`src/rtl/pipe_ctrl_pkg.sv`:
```
// rtl/pipe_ctrl_pkg.sv - shared constants, FSM encoding and stall decode for pipe_ctrl
package pipe_ctrl_pkg;

    localparam int REG_BUS       = 32;
    localparam int INST_ADDR_BUS = 32;

    localparam logic STOP       = 1'b1;
    localparam logic NO_STOP    = 1'b0;
    localparam logic RST_ENABLE = 1'b1;

    localparam logic [INST_ADDR_BUS-1:0] ZERO_WORD = '0;

    typedef enum logic {
        PIPE_RUN  = 1'b0,
        PIPE_WAIT = 1'b1
    } pipe_state_t;

    // Deepest requesting stage wins; everything upstream of it stops too.
    function automatic logic [5:0] stall_decode(
        input logic req_if,
        input logic req_id,
        input logic req_ex,
        input logic req_mem
    );
        if (req_mem)      return 6'b011111;
        else if (req_ex)  return 6'b001111;
        else if (req_id)  return 6'b000111;
        else if (req_if)  return 6'b000011;
        else              return 6'b000000;
    endfunction

endpackage

```
`src/rtl/pipe_perf_cnt.sv`:
```
// rtl/pipe_perf_cnt.sv - stall-cycle and redirect counters (used under PIPE_PERF_EN)
module pipe_perf_cnt
    import pipe_ctrl_pkg::*;
(
    input  logic        clk,
    input  logic        rst,
    input  logic        stall_pc,
    input  logic        redirect,
    output logic [31:0] stall_cycles,
    output logic [31:0] redirect_count
);

    // Both counters wrap naturally at 32 bits.
    always_ff @(posedge clk) begin
        if (rst == RST_ENABLE) begin
            stall_cycles   <= '0;
            redirect_count <= '0;
        end else begin
            if (stall_pc == STOP)
                stall_cycles <= stall_cycles + 32'd1;
            if (redirect)
                redirect_count <= redirect_count + 32'd1;
        end
    end

endmodule

```
`src/rtl/pipe_ctrl.sv`:
```
// rtl/pipe_ctrl.sv - pipeline stall/redirect controller; PIPE_PERF_EN adds perf counters
module pipe_ctrl
    import pipe_ctrl_pkg::*;
(
    input  logic                     clk,
    input  logic                     rst,
    input  logic                     stallreq_if,
    input  logic                     stallreq_id,
    input  logic                     stallreq_ex,
    input  logic                     stallreq_mem,
    input  logic                     branch_flag,
    input  logic [INST_ADDR_BUS-1:0] branch_target,
    output logic [5:0]               stall,
    output logic                     redirect_valid,
    output logic [INST_ADDR_BUS-1:0] redirect_addr,
`ifdef PIPE_PERF_EN
    output logic [31:0]              stall_cycles,
    output logic [31:0]              redirect_count,
`endif
    output logic                     flush_if
);

    pipe_state_t              state, state_next;
    logic [INST_ADDR_BUS-1:0] pend_addr, pend_next;
    logic [5:0]               stall_dec;

    assign stall_dec = stall_decode(stallreq_if, stallreq_id, stallreq_ex, stallreq_mem);

    always_ff @(posedge clk) begin
        if (rst == RST_ENABLE) begin
            state     <= PIPE_RUN;
            pend_addr <= ZERO_WORD;
        end else begin
            state     <= state_next;
            pend_addr <= pend_next;
        end
    end

    always_comb begin
        state_next     = state;
        pend_next      = pend_addr;
        stall          = stall_dec;
        redirect_valid = 1'b0;
        redirect_addr  = pend_addr;
        flush_if       = 1'b0;
        if (rst == RST_ENABLE) begin
            stall         = 6'b000000;
            redirect_addr = ZERO_WORD;
        end else begin
            case (state)
                PIPE_RUN: begin
                    // A branch seen while ID is stopped is re-presented later by ID.
                    if (branch_flag && stall_dec[2] == NO_STOP) begin
                        if (stall_dec[1] == NO_STOP) begin
                            redirect_valid = 1'b1;
                            redirect_addr  = branch_target;
                            flush_if       = 1'b1;
                        end else begin
                            pend_next  = branch_target;
                            state_next = PIPE_WAIT;
                        end
                    end
                end
                PIPE_WAIT: begin
                    if (stall_dec[1] == NO_STOP) begin
                        redirect_valid = 1'b1;
                        redirect_addr  = pend_addr;
                        flush_if       = 1'b1;
                        state_next     = PIPE_RUN;
                    end
                end
                default: state_next = PIPE_RUN;
            endcase
        end
    end

`ifdef PIPE_PERF_EN
    logic [31:0] sc_q, rc_q;

    pipe_perf_cnt u_perf (
        .clk            (clk),
        .rst            (rst),
        .stall_pc       (stall[0]),
        .redirect       (redirect_valid),
        .stall_cycles   (sc_q),
        .redirect_count (rc_q)
    );

    assign stall_cycles   = (rst == RST_ENABLE) ? 32'd0 : sc_q;
    assign redirect_count = (rst == RST_ENABLE) ? 32'd0 : rc_q;
`endif

endmodule

```
`config.mk`:
```
export PLATFORM = sky130hd
export DESIGN_NAME = pipe_ctrl
export DESIGN_NICKNAME = d
export VERILOG_FILES = /design/src/rtl/pipe_ctrl_pkg.sv /design/src/rtl/pipe_perf_cnt.sv /design/src/rtl/pipe_ctrl.sv
export SDC_FILE = /design/constraint.sdc
export NUM_CORES = 1
export LEC_CHECK = 0
export CAP_MARGIN = 20
export CORE_UTILIZATION = 25
export CTS_CLUSTER_SIZE = 40
export DETAILED_ROUTE_END_ITERATION = 12
export GPL_TIMING_DRIVEN = 1
export RECOVER_POWER = 50
export SLEW_MARGIN = 20
export SYNTH_ARGS = -nofsm -noshare
export SYNTH_HDL_FRONTEND = slang
export SYNTH_SLANG_ARGS = --single-unit
export TNS_END_PERCENT = 20
```
`constraint.sdc`:
```
create_clock -name clk -period 2.2 [get_ports clk]
set_input_delay 0.44 -clock clk [delete_from_list [all_inputs] [get_ports clk]]
set_output_delay 0.44 -clock clk [all_outputs]
set_load 0.02 [all_outputs]
```
==> metrics.cfg, run 1 <==
[route]
routedWlPerCell_um=10.8
ant_nets=0
drc=0
drt_iter0_drc=31
vias_per_cell=4.16
wl_um=4380
dr.pass1.iters=4
vias=1686

[grt]
grt_max_degree=35
grt_pass1_wl_um=7560
grt_antenna_before_repair=0
grt_pass1_vias=1698
gr-usage-all-layers=0.114
grt.overflow.total=0

[cts]
cts-hold-fix-buffers=0
cts_tree=yes
htreeDepth=2
clk-insertion-delay-late_ns=0.29
clk_pin_slew_ns=0.07
cts_buffers=5
clockBufferDepth=2
cts.sinks=33
cts-root-buf=clkbuf_8

[sta]
tightest_slew_ns=0.563
final_hold_viol_count=0
maxSlewViolCount=0
layout_setup_ws_ns=-0.249
post-route-period-util=1.11
fin_crit_ns=2.45
timing.hold.ws_ns=0.497
finClkSkew_ns=0.00770
slew_headroom=0.625
setup_viol=34
max_freq_ghz=0.408
rsz0062_at_grt=yes

[setup_path]
worst_path_most_repeated_cell=buf_6
critPathTopFamily=simple AND/OR/NAND/NOR gates
path_buf_inv=4
cp_data_arrival_time_ns=2.01
cp_slowest_cell=or4_4
reg2reg_from=state
worstPathRequired_ns=1.76
crit_path_start_kind=input pin
crit_start=stallreq_if
slowest_delay_ns=0.54
cp-end-kind=output pin
crit_type=input pin to output pin
worst-path-max-fanout=7
crit_chain=buf_6 > or4_4 > nor3b_4 > buf_6 > buf_12 > mux2i_4 > buf_6

[pwr]
leakage_uw=0.00130
pwr-share-comb=0.212
power_frac_seq=0.448
clockPowerShare=0.340
switching_share=0.262
p_int_uw=999
cellPowerDensity_nw_per_um2=380
ir_drop_v=0.000303
p_sw_uw=355

[floorplan]
io_pins=79
fp.dieArea_um2=8090
die_h_um=89.9
rows=31
start_util=0.262
die_w_um=89.9
core_um2=7370

[finish]
layout_commonest_cell=nand2b_1
drive_gt1_frac=0.395
area_growth_pct=84.4
mostFrequentLayoutCells=nand2b_1, buf_4, clkdlybuf4s50_1, buf_6, mux2i_1
stdcell_count=405
fin_nets=344
nFillCells=717
diodes=0

[logic_synthesis]
syn_area_per_cell_um2=9.91
synthTopCellsByArea=dfxtp_1, mux2i_1, nand2b_1
synth-seq-cells=33
synth_nets=234
synth-warning-count=0
netlist_area_um2=1930
netlist_instances=195
yosysTopAreaCellShare=0.342
ys_types=18
synth_top_area_cell=dfxtp_1
synth_seq_area_share=0.342

[hold_path]
hp-start=pend_addr[29]
hold_class=flip-flop to flip-flop

[place]
io_buffers=77
place_congestion=0.639
hpwl_um=3320
post-place-cells=397

[outcome]
violations=negative setup slack
status=complete, but fails checks

[job]
drv_cap=0

-- cells by family after synthesis --
group,share of synthesized area
compound gates,0.00259
flops,0.342
simple gates,0.250
buf+inv,0.0725
mux,0.331
other cells,0.00194
-- metal layers --
layer / GRT usage / routed length (um)
met1: 0.143 / 2020
met2: 0.193 / 2070
met5: 0 / 0
met3: 0.0313 / 258
met4: 0.0282 / 29
-- repair_timing --
item,CTS,global route
gates resized for setup,210,4
pin swaps,2,2
setup endpoints to repair,39,34
buffers inserted,0,0
endpoints found under the hold margin,0,0
gates cloned,0,0
-- through the flow --
stage / setup slack, ns / setup TNS, ns / area (um2) / utilization / total power, uW
2_1_floorplan: -0.0583 / -1.79 / 2310 / - / 760
6_report: -0.249 / -7.14 / 3560 / 0.484 / 1350
3_5_place_dp: -1.08 / -36.00 / 3470 / 0.471 / 912
4_1_cts: -0.302 / -8.49 / 3590 / 0.487 / 1380
3_3_place_gp: -1.07 / -35.78 / 3470 / 0.471 / 910
5_1_grt: -0.322 / -9.42 / 3560 / 0.484 / 1420
-- tightest hold or removal path, stage by stage (launching register included) --
cell and delay, ns:
dfxtp_1 0.30, nand2b_1 0.08, mux2i_1 0.07
-- synth_stat cells --
library cell	n
mux2i_1	64
nand2b_1	64
dfxtp_1	33
clkbuf_1	7
buf_2	4
nor2_1	4
buf_12	3
buf_4	3
nor2b_1	3
nor3_1	2
a21oi_1	1
and3_1	1
buf_6	1
conb_1	1
nand2_1	1
nand3_1	1
nor3b_2	1
or4_4	1
-- state kept, by name, indices dropped and copies added (netlist names) --
name       count
pend_addr     32
state          1
-- worst paths after layout --
| path | cells after the start | endpoint | slack [ns] |
|---|---|---|---|
| setup / recovery | 7 | redirect_addr[12] | -0.25 |
| setup reg to reg | 5 | pend_addr[4] | 0.60 |
| hold reg to reg | 2 | pend_addr[29] | 0.50 |
| hold / removal | 2 | pend_addr[29] | 0.50 |
-- area by class of cell --
type / instances / area, um2 / share of cell area
Multi-Input combinational cell: 144 / 1510 / 0.425
Tap cell: 99 / 124 / 0.0347
Timing Repair Buffer: 121 / 1170 / 0.330
Clock inverter: 3 / 22.5 / 0.00632
Sequential cell: 33 / 661 / 0.185
Clock buffer: 5 / 68.8 / 0.0193
-- power by group through the flow --
| stage | sequential [uW] | clock (uW) | combinational (uW) |
|---|---|---|---|
| 2_1_floorplan | 620 | 0 | 140 |
| 3_3_place_gp | 621 | 0 | 289 |
| 3_5_place_dp | 621 | 0 | 292 |
| 4_1_cts | 607 | 484 | 292 |
| 5_1_grt | 607 | 503 | 308 |
| 6_report | 607 | 461 | 287 |
(Power assumes the default switching activity.)
==> inputs of run 2 (changes only) <==
--- a/config.mk
+++ b/config.mk
@@ -5,6 +5,7 @@
 export SDC_FILE = /design/constraint.sdc
 export NUM_CORES = 1
 export LEC_CHECK = 0
+export ABC_CLOCK_PERIOD_IN_PS = 2200
 export CAP_MARGIN = 20
 export CORE_UTILIZATION = 25
 export CTS_CLUSTER_SIZE = 40
==> results of run 2 <==
Same layout as run 1: the final DEF is identical, and so are final timing and power.
==> inputs of run 3 (changes only) <==
--- a/config.mk
+++ b/config.mk
@@ -10,10 +10,11 @@
 export CORE_UTILIZATION = 25
 export CTS_CLUSTER_SIZE = 40
 export DETAILED_ROUTE_END_ITERATION = 12
+export DONT_BUFFER_PORTS = 1
 export GPL_TIMING_DRIVEN = 1
+export PLACE_DENSITY = 0.47
 export RECOVER_POWER = 50
 export SLEW_MARGIN = 20
 export SYNTH_ARGS = -nofsm -noshare
 export SYNTH_HDL_FRONTEND = slang
 export SYNTH_SLANG_ARGS = --single-unit
-export TNS_END_PERCENT = 20
==> metrics.cfg, run 3 (synthesis gave the netlist of run 1 again) <==
[sta]
finClkSkew_ns=0.00395  ; -0.00375 ns
final.setup.tns_ns=-3.38  ; +3.76 ns
rsz0062_at_grt=yes
max_freq_ghz=0.418  ; +2.5%
fin_crit_ns=2.39  ; -0.0591 ns
slew_headroom=0.260  ; -0.365
final_hold_viol_count=0  ; unchanged
maxSlewViolCount=0  ; unchanged
tightest_slew_ns=1.11  ; +0.548 ns
post-route-period-util=1.09  ; -0.0269
setup_viol=32  ; -5.9%
timing.hold.ws_ns=0.273  ; -0.224 ns
layout_setup_ws_ns=-0.190  ; +0.0591 ns

[setup_path]
path_buf_inv=3  ; -1
worstPathRequired_ns=1.76  ; about the same
cp_slowest_cell=or4_4
worst-path-max-fanout=8  ; +1
crit_path_start_kind=input pin
slowest_delay_ns=0.54  ; about the same
crit_type=input pin to output pin
cp_data_arrival_time_ns=1.95  ; -0.06 ns
crit_chain=or4_4 > nor3b_4 > buf_6 > buf_12 > mux2i_2 > buf_4
cp-end-kind=output pin
critPathTopFamily=simple AND/OR/NAND/NOR gates

[finish]
largest_register_ffs=32  ; unchanged
drive_gt1_frac=0.265  ; -0.130
fin_nets=234  ; -32%
layout_commonest_cell=nand2b_1
nFillCells=751  ; +4.7%
diodes=0  ; unchanged
area_growth_pct=31.5
mostFrequentLayoutCells=nand2b_1, mux2i_1, dfxtp_1, mux2i_4
top_regs=pend_addr (32), state (1)
largest_register=pend_addr

[grt]
grt.overflow.total=0  ; unchanged
grt_util_met1=0.118  ; -0.0244
grt_antenna_before_repair=0  ; unchanged
grt_pass1_wl_um=6730  ; -11%
grt.met3_usage=0.0431  ; +0.0118
grt.met2_usage=0.177  ; -0.0160
gr-usage-all-layers=0.104  ; -0.00930
grt_pass1_vias=1394  ; -18%
grt_max_degree=71  ; +100%
top_usage_layer=met2

[floorplan]
rows=31  ; unchanged
die_h_um=89.9  ; unchanged
core_um2=7370  ; unchanged
io_pins=79  ; unchanged
die_w_um=89.9  ; unchanged
fp.dieArea_um2=8090  ; unchanged
start_util=0.262  ; unchanged

[route]
drc=0  ; unchanged
wl_um=4070  ; -7.0%
drt_iter0_drc=25  ; -19%
routedWlPerCell_um=13.8  ; +28%
vias=1303  ; -23%
dr.pass1.iters=3  ; -1
vias_per_cell=4.42  ; +6.1%
ant_nets=0  ; unchanged

[place]
hpwl_um=2800  ; -16%
place_congestion=0.729  ; +14%
pre_cts_ws_ns=-0.215  ; +0.869 ns
io_buffers=0  ; -100%

[cts]
clk_pin_slew_ns=0.07  ; about the same
clockBufferDepth=2  ; unchanged
cts_tree=yes
cts_buffers=5  ; unchanged
cts.sinks=33  ; unchanged
cts-root-buf=clkbuf_8
htreeDepth=2  ; unchanged
clk-insertion-delay-late_ns=0.28  ; about the same
cts-hold-fix-buffers=0  ; unchanged

[job]
drv_cap=0  ; unchanged

[hold_path]
hold_class=input pin to flip-flop

[pwr]
clockPowerShare=0.367  ; +0.027
ir_drop_v=0.000178  ; -41%
pwr-share-comb=0.121  ; -0.091
power_uw=1190  ; -12%
p_sw_uw=296  ; -17%
p_int_uw=890  ; -11%
switching_share=0.250  ; -0.0122
cellPowerDensity_nw_per_um2=466  ; +23%
power_frac_seq=0.512  ; +0.064
leakage_uw=0.000774  ; -41%

[outcome]
violations=negative setup slack
status=complete, but fails checks

==> run 3: cell types whose count changed in the layout (fill, tap and decap cells not counted), sizes merged, moves of 2 or more <==
cell / delta
clkinvlp: -3
dlygate4sd2: -4
buf: -68
clkdlybuf4s50: -35
clkinv: +2
==> run 3: power by group through the flow <==
stage                     clock network, uW  logic [uW]  registers, uW
after global routing                    494         153            608
after detailed placement                  0         139            621
final                                   435         143            608
after CTS                               468         146            607
after floorplan                           0         140            620
after global placement                    0         135            621
==> run 3: layout make-up <==
class	instances	area (um2)	share of cell area
Clock buffer	6	72.6	0.0285
Clock inverter	2	10.0	0.00394
Multi-Input combinational cell	144	1520	0.597
Sequential cell	33	661	0.260
Tap cell	99	124	0.0487
Timing Repair Buffer	11	156	0.0615
==> run 3: per-stage QoR <==
| step | instance area (um2) | utilization | instances |
|---|---|---|---|
| final | 2540 | 0.345 | 295 |
| after global routing | 2540 | 0.345 | 295 |
| after CTS | 2550 | 0.347 | 295 |
| after detailed placement | 2390 | 0.324 | 283 |
| after global placement | 2390 | 0.324 | 283 |
| after floorplan | 2310 | - | 195 |
==> run 3: worst reg2reg max path, stage by stage (launching register included) <==
cell	delay, ns
dfxtp_1	0.35
nor2b_1	0.18
and3_2	0.19
clkbuf_2	0.83
mux2i_1	0.30
==> run 3: worst paths after layout <==
| kind | endpoint | slack (ns) | cells after the start | startpoint |
|---|---|---|---|---|
| worst max-delay path | redirect_addr[29] | -0.19 | 6 | stallreq_mem |
| worst min register to register | pend_addr[28] | 0.50 | 2 | pend_addr[28] |
| worst min-delay path | state | 0.27 | 1 | rst |
| worst max register to register | pend_addr[11] | 0.26 | 4 | state |
==> run 3: what timing repair did <==
action | 4_1_cts | 5_1_grt
endpoints found under the setup margin | 32 | 32
gates resized for setup | 4 | 1
gates cloned | 2 | 0
pin swaps | 1 | 2
buffers inserted | 2 | 0
==> run 3: layer usage <==
metal  part of all wire  vias to the layer above
li1                   -                      654
met1               0.43                      594
met2               0.48                       50
met3              0.076                        5
met4              0.014                        0
met5                  0                        -
